File: config.mk
export PLATFORM = sky130hd
export DESIGN_NAME = lut_config_loader
export DESIGN_NICKNAME = d
export VERILOG_FILES = /design/src/rtl/lut_config_loader.sv
export SDC_FILE = /design/constraint.sdc
export NUM_CORES = 1
export LEC_CHECK = 0
export ABC_CLOCK_PERIOD_IN_PS = 2410
export BUFFER_PORTS_ARGS = -buffer_cell sky130_fd_sc_hd__clkbuf_2
export CORE_ASPECT_RATIO = 0.5
export CORE_MARGIN = 1
export CORE_UTILIZATION = 40
export CTS_CLUSTER_DIAMETER = 30
export DETAILED_ROUTE_END_ITERATION = 12
export HOLD_SLACK_MARGIN = 0.08
export PLACE_DENSITY = 0.68
export SLEW_MARGIN = 20
export SYNTH_ARGS = -nofsm -noshare
export SYNTH_HDL_FRONTEND = slang
export SYNTH_SLANG_ARGS = --single-unit
File: constraint.sdc
create_clock -name clk -period 2.41 [get_ports clk]
set_input_delay 0.6025 -clock clk [delete_from_list [all_inputs] [get_ports clk]]
set_output_delay 0.6025 -clock clk [all_outputs]
set_load 0.01 [all_outputs]
File: src/rtl/lut_config_loader.sv
// lut_config_loader: streams one LUT truth table in over a CHUNK-wide
// valid/ready port into a shadow register. A complete table is copied to
// the active configuration in a single cycle, so the select mux never sees
// a partly written table.
// Optional feature: define LUT_CONFIG_PARITY_EN to enable per-beat parity
// checking. A load with any bad beat still takes all beats, then sets the
// sticky error flag instead of committing.
module lut_config_loader #(
   parameter int INPUTS = 4,
   parameter int WIDTH  = 1 << INPUTS,
   parameter int CHUNK  = 4
) (
   input  logic             clk,
   input  logic             rst_n,
   input  logic             start,
   input  logic             abort,
   input  logic             in_valid,
   output logic             in_ready,
   input  logic [CHUNK-1:0] in_data,
   input  logic             in_parity,
   output logic             busy,
   output logic             done,
   output logic             error,
   output logic [WIDTH-1:0] config_values,
   output logic             config_valid
);

   localparam int BEATS = WIDTH / CHUNK;
   localparam int CW    = (BEATS > 1) ? $clog2(BEATS) : 1;

   typedef enum logic [1:0] {IDLE, LOAD, COMMIT} state_t;

   state_t           state_q, state_d;
   logic [CW-1:0]    cnt_q, cnt_d;
   logic [WIDTH-1:0] shadow_q, shadow_d;
   logic [WIDTH-1:0] cfg_q, cfg_d;
   logic             cfg_valid_q, cfg_valid_d;
   logic             done_q, done_d;
   logic             error_q, error_d;
   logic             err_seen_q, err_seen_d;
   logic             beat_bad;

`ifdef LUT_CONFIG_PARITY_EN
   assign beat_bad = (in_parity != ^in_data);
`else
   logic unused_parity;
   assign unused_parity = in_parity;
   assign beat_bad      = 1'b0;
`endif

   // The handshake is decoded from the state register alone, so in_ready
   // never depends combinationally on in_valid.
   assign in_ready      = (state_q == LOAD);
   assign busy          = (state_q != IDLE);
   assign done          = done_q;
   assign error         = error_q;
   assign config_values = cfg_q;
   assign config_valid  = cfg_valid_q;

   // Next-state, beat assembly and commit logic
   always_comb begin
      state_d     = state_q;
      cnt_d       = cnt_q;
      shadow_d    = shadow_q;
      cfg_d       = cfg_q;
      cfg_valid_d = cfg_valid_q;
      done_d      = 1'b0;
      error_d     = error_q;
      err_seen_d  = err_seen_q;
      case (state_q)
         IDLE: begin
            // abort beats a coincident start
            if (start && !abort) begin
               cnt_d      = '0;
               err_seen_d = 1'b0;
               error_d    = 1'b0;
               state_d    = LOAD;
            end
         end
         LOAD: begin
            if (abort) begin
               // A beat arriving with abort is consumed and dropped.
               state_d = IDLE;
            end else if (in_valid) begin
               for (int b = 0; b < BEATS; b++)
                  if (cnt_q == CW'(b)) shadow_d[b*CHUNK +: CHUNK] = in_data;
               if (beat_bad) err_seen_d = 1'b1;
               if (cnt_q == CW'(BEATS-1)) begin
                  cnt_d = '0;
                  if (err_seen_q || beat_bad) begin
                     error_d = 1'b1;
                     state_d = IDLE;
                  end else begin
                     state_d = COMMIT;
                  end
               end else begin
                  cnt_d = cnt_q + 1'b1;
               end
            end
         end
         COMMIT: begin
            cfg_d       = shadow_q;
            cfg_valid_d = 1'b1;
            done_d      = 1'b1;
            state_d     = IDLE;
         end
         default: state_d = IDLE;
      endcase
   end

   // State and registered outputs, synchronous active-low reset
   always_ff @(posedge clk) begin
      if (!rst_n) begin
         state_q     <= IDLE;
         cnt_q       <= '0;
         shadow_q    <= '0;
         cfg_q       <= '0;
         cfg_valid_q <= 1'b0;
         done_q      <= 1'b0;
         error_q     <= 1'b0;
         err_seen_q  <= 1'b0;
      end else begin
         state_q     <= state_d;
         cnt_q       <= cnt_d;
         shadow_q    <= shadow_d;
         cfg_q       <= cfg_d;
         cfg_valid_q <= cfg_valid_d;
         done_q      <= done_d;
         error_q     <= error_d;
         err_seen_q  <= err_seen_d;
      end
   end

endmodule
Yosys cells after proc, flatten, opt, wreduce, memory -nomap -nowiden
Cells that the tools add are included.
{"block": "word_totals", "register_bits": 39, "output_inout_bits": 21, "wordCells": 50}
{"block": "op_classes", "add_sub_neg": 1, "n_eq_ne": 11, "mux": 13, "bitwise_logic": 2, "reduce_logical": 13}
{"cell": "$reduce_and 4->1", "count": 5}
{"cell": "$mux 2", "count": 8}
{"cell": "$pmux 2 s2", "count": 2}
{"cell": "$eq 2x2->1 const B", "count": 3}
{"cell": "$ne 2x2->1 const B", "count": 3}
{"cell": "$reduce_and 6->1", "count": 1}
{"cell": "$eq 2x1->1 const B", "count": 2}
{"cell": "$logic_not 2->1", "count": 2}
{"cell": "$reduce_bool 2->1", "count": 2}
{"cell": "$mux 1", "count": 3}
{"cell": "$ne 3x2->1 const B", "count": 1}
{"cell": "$ne 3x3->1 const B", "count": 1}
{"cell": "$reduce_and 3->1", "count": 1}
{"cell": "$add 2x1->2 const B", "count": 1}
{"cell": "$ne 2x1->1 const B", "count": 1}
{"cell": "$not 1->1", "count": 2}
{"cell": "$logic_and 1x1->1", "count": 1}
{"cell": "$logic_not 1->1", "count": 1}

Longest topological paths before layout
Gate-level depths: netlist of the first run.
{"block": "depth", "word_depth": 5, "mapped_depth": 5}

Worst setup path after synthesis of the first run
Ideal clock, no wire load.
{"block": "synth_timing", "path_kind": "in2reg", "start": "input rst_n", "end": "register shadow_q[10]", "arrival_time_ns": 1.254, "required_ns": 2.338, "slack_ns": 1.085, "stages": 4, "path_cell_list": "buf_2 clkbuf_1 nand2_1 mux2i_1"}
{"element": "start: declaration", "line_no": "14", "rtl": "input logic rst_n,"}
{"element": "end signal: assignment", "line_no": "125", "rtl": "shadow_q <= shadow_d;"}
{"element": "end: declaration", "line_no": "35", "rtl": "logic [WIDTH-1:0] shadow_q, shadow_d;"}

Worst setup path in the final report of the first run
{"block": "layout_timing", "start": "register state_q[0]", "end": "output in_ready"}
{"block": "layout_via", "elab_chain_len": 1}
{"element": "start: declaration", "line_no": "33", "rtl": "state_t state_q, state_d;"}
{"element": "start signal: assignment", "line_no": "123", "rtl": "state_q <= state_d;"}
{"element": "$eq 2x1->1", "line_no": "53", "rtl": "assign in_ready = (state_q == LOAD);"}
{"element": "end: declaration", "line_no": "18", "rtl": "output logic in_ready,"}
Every way passes these cells.

==> results of run 1 <==
==> placed cells by master (no fill, tap or decap), types with 2 or more instances in the layout <==
cell type / n
sky130_fd_sc_hd__dfxtp_1: 38
sky130_fd_sc_hd__clkbuf_8: 6
sky130_fd_sc_hd__nor2_1: 2
sky130_fd_sc_hd__nand3_1: 3
sky130_fd_sc_hd__o21ai_0: 2
sky130_fd_sc_hd__nor2b_1: 2
sky130_fd_sc_hd__mux2i_1: 19
sky130_fd_sc_hd__nand2_1: 57
sky130_fd_sc_hd__ha_1: 4
sky130_fd_sc_hd__clkbuf_2: 28
sky130_fd_sc_hd__inv_1: 2
sky130_fd_sc_hd__a21boi_0: 12
sky130_fd_sc_hd__a21boi_1: 4
==> final timing paths <==
path         slack (ns)  cells past startpoint                startpoint                             end
min reg2reg        0.45                      2  shadow_q[9]$_SDFFE_PN0P_   config_values[9]$_SDFFE_PN0P_
max reg2reg        1.06                      3   state_q[1]$_SDFFE_PN0P_  config_values[12]$_SDFFE_PN0P_
max                0.65                      2   state_q[0]$_SDFFE_PN0P_                        in_ready
min                0.45                      2  shadow_q[9]$_SDFFE_PN0P_   config_values[9]$_SDFFE_PN0P_
==> routing by layer <==
metal  vias up  global-route usage (%)
met5         -                       0
met4         0                    7.62
met3         6                    4.89
met2        28                    27.2
met1       532                    18.8
li1        582                       -
==> cells in the mapped netlist, drive strengths merged <==
cell	n
o21a	1
o21ai	2
and2b	1
inv	2
nand2	58
nand2b	1
nor3	1
ha	4
nor2	2
dfxtp	38
a21boi	16
nand3	3
and2	1
nor4b	1
clkbuf	4
nor2b	2
and4bb	1
mux2i	19
conb	1
buf	6
or2	1
==> stage by stage <==
step           setup WS [ns]  instance area, µm²
4_1_cts                0.643                1780
3_3_place_gp           0.868                1670
3_5_place_dp           0.808                1670
6_report               0.647                1780
2_1_floorplan           1.08                1520
5_1_grt                0.579                1780
==> worst reg2reg max path: stages (launching register included) <==
cell and delay, ns:
sky130_fd_sc_hd__dfxtp_1 0.43, sky130_fd_sc_hd__and2b_1 0.55, sky130_fd_sc_hd__nand2_1 0.11, sky130_fd_sc_hd__a21boi_0 0.18
==> power by group <==
group          internal (mW)  switching [mW]  leakage [nW]
Sequential             0.630         0.00242         0.306
Clock                  0.331           0.213        0.0573
Combinational         0.0178          0.0246         0.435
==> area by class of cell <==
| type | instances | share of cell area [%] |
|---|---|---|
| tap | 51 | 3.58 |
| clock buffer | 6 | 4.63 |
| inverter | 2 | 0.421 |
| sequential | 38 | 42.7 |
| clock inverter | 1 | 1.69 |
| multi-input combinational | 115 | 38.7 |
| timing repair buffer | 29 | 8.29 |
==> kinds of logic (layout without fill, tap and decap cells) <==
kind of cell	after synthesis	after routing	share of synthesized area, %
AO/OA/AOI/OAI	19	19	9.04
other	1	1	0.246
buffers and inverters	12	38	4.77
flip-flops	38	38	50.0
multiplexers	19	19	12.5
adder cells (fa/ha/maj)	4	4	3.29
AND/OR/NAND/NOR	72	72	20.2
==> state kept, by name (all words and copies together), names as in the netlist <==
name	cells
cnt_q	2
state_q	2
config_values	16
done	1
config_valid	1
shadow_q	16
==> metrics.yaml, run 1 <==
syn_area_per_cell_um2: 9.23
layout.nets: 205
count_of_boundary_i_o_pins: 31
finalCoreUtilization_pct: 50.5
timing.max_cap.violations: 0
timing.critical_path.to_type: "primary output"
routedWlPerCell_um: 11.6
cts_buffers: 5
fin_worst_skew_ns: 0.00350
area.sequential_um2: 761
status: "finished, final reports clean"
path_class: "reg2out"
remaining_drc_errors: 0
layout-drive-gt1-share_pct: 20.4
dieArea_um2: 4070
synth_cell_type_count: 25
fin_worst_hold_slack_ns: 0.452
fin_total_pwr_mw: 1.22
timing.final.crit_share_pct: 73.2
timing.final.hold_violations: 0
maxClockFrequency_mhz: 567
netlist_instances: 165
grt_max_degree: 30
drv_slew: 0
post_synth_instance_area_um2: 1520
rows: 15
start_util_pct: 43.2
wl_met3_um: 150
route.layer.met1.wl_um: 1330
dp_hpwl_um: 1960
clk_root_buffer_cell: "sky130_fd_sc_hd__clkbuf_8"
ys_top_cells_by_area: "sky130_fd_sc_hd__dfxtp_1 (50%), sky130_fd_sc_hd__nand2_1 (14%), sky130_fd_sc_hd__mux2i_1 (12%), sky130_fd_sc_hd__a21boi_0 (5.9%), sky130_fd_sc_hd__ha_1 (3.3%)"
layout.cells.non_filler: 242
yosys.area.top_type_share_pct: 50.0
max-clock-path-buffers: 2
drt-vias-per-instance: 4.74
hold_class: "reg2reg"
cp.required_ns: 1.81
ctsHtreeMaxLevel: 2
grt_usage_pct: 15.9
hold_buffers: 0
routabilityCongestion: 0.818
crit_path_top_delay_cell: "sky130_fd_sc_hd__dfxtp_1"
grt_setup_unrepaired: "false"
post_cts_setup_buffers: 0
transition_time_at_the_pin_with_the_least_slew_margin_ns: 0.602
ir_worst_vdd_mv: 0.265
fillers: 360
ys.warnings.count: 0
crit_path_cell_trace: "nor2b_1 > clkbuf_2"
multiInputGateArea_um2: 689
tritoncts: "built"
die_h_um: 45.6
dr.first_iter.drc_count: 40
ant_nets: 0
ctsResizeCount: 0
clock_latency_ns: 0.28
p_leak_nw: 0.799
yosys_register_bits: 38
setup_tns_ns: 0
postSynthNetCount: 179
timing.final.crit_period_ns: 1.76
setup.worst_path.start_class: "flip-flop"
yosysTopAreaCell: "sky130_fd_sc_hd__dfxtp_1"
detailed_routing_iterations_pass_1: 4
power_per_unit_of_standard_cell_area_nw_per_um2: 684
met2_wirelength_um: 1280
postRouteWirelength_um: 2820
critical_path.top_delay_family: "flip-flops"
setup_viol: 0
areaGrowthSynthToFinish_pct: 17.0
cp.buffers_inverters: 1
path_max_fanout: 8
synth-seq-area-share_pct: 50.0
fp.coreArea_um2: 3530
clk_pin_slew_worst_paths_ns: 0.07
cts_num_sinks: 38
cpPeakStageDelay_ns: 0.45
top_layer_used: "met4"
dr_total_vias: 1148
placed_cells: 235
chip_width_um: 89.3
antenna_found_initial: 0
global_route_wire_length_before_repair_um: 4690
first_global_vias: 1064
antenna_cells: 0
overflow: 0
worstPathArrival_ns: 1.16
slew-limit-headroom_pct: 59.9
portBuffers: 28
No activity file was read; power rests on OpenSTA's default activity.
==> run 2: changes to the inputs <==
- ABC_CLOCK_PERIOD_IN_PS: 2410 -> 1700
- clock period: 2.41 -> 1.7 ns (I/O delays scaled with it)
==> run 2 against run 1 <==
Effect of this change:
- combinational power rose by 47%
- design area fell by 0.42%
- non-clock buffer count rose by 3
- via count fell by 1.7%
- sequential share of layout area rose by 0.18 points
- hold slack got worse by 0.095 ns
- sequential power rose by 42%
- critical path depth did not move
- die area did not move
==> metrics.yaml, run 2 (synthesis gave the netlist of run 1 again) <==
status: "finished, final reports clean"
tritoncts: "built"
routedWlPerCell_um: 11.4  # -2.4%
detailed_routing_iterations_pass_1: 4  # unchanged
rows: 15  # unchanged
first_global_vias: 971  # -8.7%
holdPathStages: 2  # unchanged
routabilityCongestion: 0.817  # -0.18%
fillers: 338  # -6.1%
setup.worst_path.start_class: "flip-flop"
portBuffers: 28  # unchanged
worst_r2r_endpoint: "config_values[11]$_SDFFE_PN0P_"
post_cts_setup_buffers: 0  # unchanged
transition_time_at_the_pin_with_the_least_slew_margin_ns: 0.594  # -0.00822 ns
timing.final.crit_share_pct: 93.3
dr_total_vias: 1129  # -1.7%
area_post_placement_um2: 1690  # +1.3%
hold_buffers: 0  # unchanged
timing.max_cap.violations: 0  # unchanged
max-clock-path-buffers: 2  # unchanged
finalCoreUtilization_pct: 50.3  # -0.21 points
ctsResizeCount: 0  # unchanged
global_route_wire_length_before_repair_um: 4500  # -4.0%
clk_root_buffer_cell: "sky130_fd_sc_hd__clkbuf_8"
postRouteWirelength_um: 2770  # -1.6%
slew-limit-headroom_pct: 60.4  # +0.55 points
hold_class: "in2reg"
setup_tns_ns: 0  # unchanged
clock_latency_ns: 0.28  # about the same
grt_max_degree: 19  # -37%
path_max_fanout: 8  # unchanged
dieArea_um2: 4070  # unchanged
layout.nets: 208  # +1.5%
worst_r2r_path_depth: 3  # unchanged
setup_viol: 0  # unchanged
worst_r2r_setup_slack_ns: 0.36  # -0.70 ns
antenna_cells: 0  # unchanged
antenna_found_initial: 0  # unchanged
grt_usage_pct: 15.4  # -0.51 points
fp.coreArea_um2: 3530  # unchanged
final_common_cell: "sky130_fd_sc_hd__nand2_1"
min-delay-start: "abort"
ctsHtreeMaxLevel: 2  # unchanged
dp_hpwl_um: 2010  # +2.5%
timing.final.crit_period_ns: 1.59
ir_worst_vdd_mv: 0.344  # +30%
dr.first_iter.drc_count: 43  # +7.5%
rr_startpoint: "state_q[1]$_SDFFE_PN0P_"
most-common-layout-cells: "sky130_fd_sc_hd__nand2_1 (57), sky130_fd_sc_hd__dfxtp_1 (38), sky130_fd_sc_hd__clkbuf_2 (28)"
fin_total_pwr_mw: 1.56  # +28%
grt_setup_unrepaired: "false"
cts_buffers: 5  # unchanged
power_per_unit_of_standard_cell_area_nw_per_um2: 877  # +28%
die_h_um: 45.6  # unchanged
final_design_area_no_fill_um2: 1770  # -0.42%
overflow: 0  # unchanged
p_leak_nw: 0.798  # -0.13%
drv_slew: 0  # unchanged
path_class: "reg2out"
cp.required_ns: 1.27  # -0.54 ns
timing.critical_path.to_type: "primary output"
remaining_drc_errors: 0  # unchanged
drt-vias-per-instance: 4.63  # -2.5%
chip_width_um: 89.3  # unchanged
layout-drive-gt1-share_pct: 21.2  # +0.82 points
worstPathArrival_ns: 1.16  # about the same
ant_nets: 0  # unchanged
count_of_boundary_i_o_pins: 31  # unchanged
fin_worst_skew_ns: 0.00238  # -0.00112 ns
hold_end: "state_q[0]$_SDFFE_PN0P_"
start_util_pct: 43.2  # unchanged
areaGrowthSynthToFinish_pct: 16.5
maxClockFrequency_mhz: 630
clk_pin_slew_worst_paths_ns: 0.07  # about the same
timing.final.hold_violations: 0  # unchanged
cts_num_sinks: 38  # unchanged
run 2: cell count changes in the layout (fill, tap and decap cells not counted):
cell                        delta
sky130_fd_sc_hd__buf_4         +3
sky130_fd_sc_hd__bufinv_16     -1
run 2: how the worst max path moves through the flow:
| stage | end | slack (ns) | startpoint | depth (start not counted) |
|---|---|---|---|---|
| floorplan | shadow_q[10]$_SDFFE_PN0P_ | 0.55 | rst_n | 4 |
| global placement | shadow_q[1]$_SDFFE_PN0P_ | 0.36 | abort | 4 |
| detailed placement | shadow_q[5]$_SDFFE_PN0P_ | 0.31 | abort | 4 |
| CTS | in_ready | 0.1 | state_q[0]$_SDFFE_PN0P_ | 2 |
| global route | in_ready | 0.02 | state_q[0]$_SDFFE_PN0P_ | 2 |
| finish | in_ready | 0.11 | state_q[0]$_SDFFE_PN0P_ | 2 |
run 2: metrics by stage:
stage	hold slack, ns	cells	worst slack (ns)
6_report	0.358	244	0.113
5_1_grt	0.368	244	0.0185
4_1_cts	0.354	244	0.0955
3_5_place_dp	0.448	238	0.313
3_3_place_gp	0.444	238	0.357
2_1_floorplan	0.431	165	0.552
run 2: report_power, final:
part | internal [mW] | switching (mW) | total (mW)
clock | 0.313 | 0.284 | 0.597
sequential | 0.893 | 0.00331 | 0.896
combinational | 0.0266 | 0.0358 | 0.0624
run 2: metal layers:
layer	share of wire (%)	vias to the layer above	global-route usage [%]
met5	0	-	0
met4	0.69	0	4.76
met3	3.5	5	4.89
met2	45	15	25.3
met1	51	522	19.7
li1	-	587	-
run 2: final cells by class:
class                   count  area, µm²  area share, %
repair buffers             32        170           9.59
multi-input cells         115        689           38.9
flip-flops and latches     38        761           42.9
well taps                  51       63.8           3.60
clock buffers               6       82.6           4.65
inverters                   2       7.51          0.423
run 2: worst max-delay path: stages (launching register included):
cell	delay [ns]
sky130_fd_sc_hd__dfxtp_1	0.44
sky130_fd_sc_hd__nor2b_1	0.27
sky130_fd_sc_hd__clkbuf_2	0.18
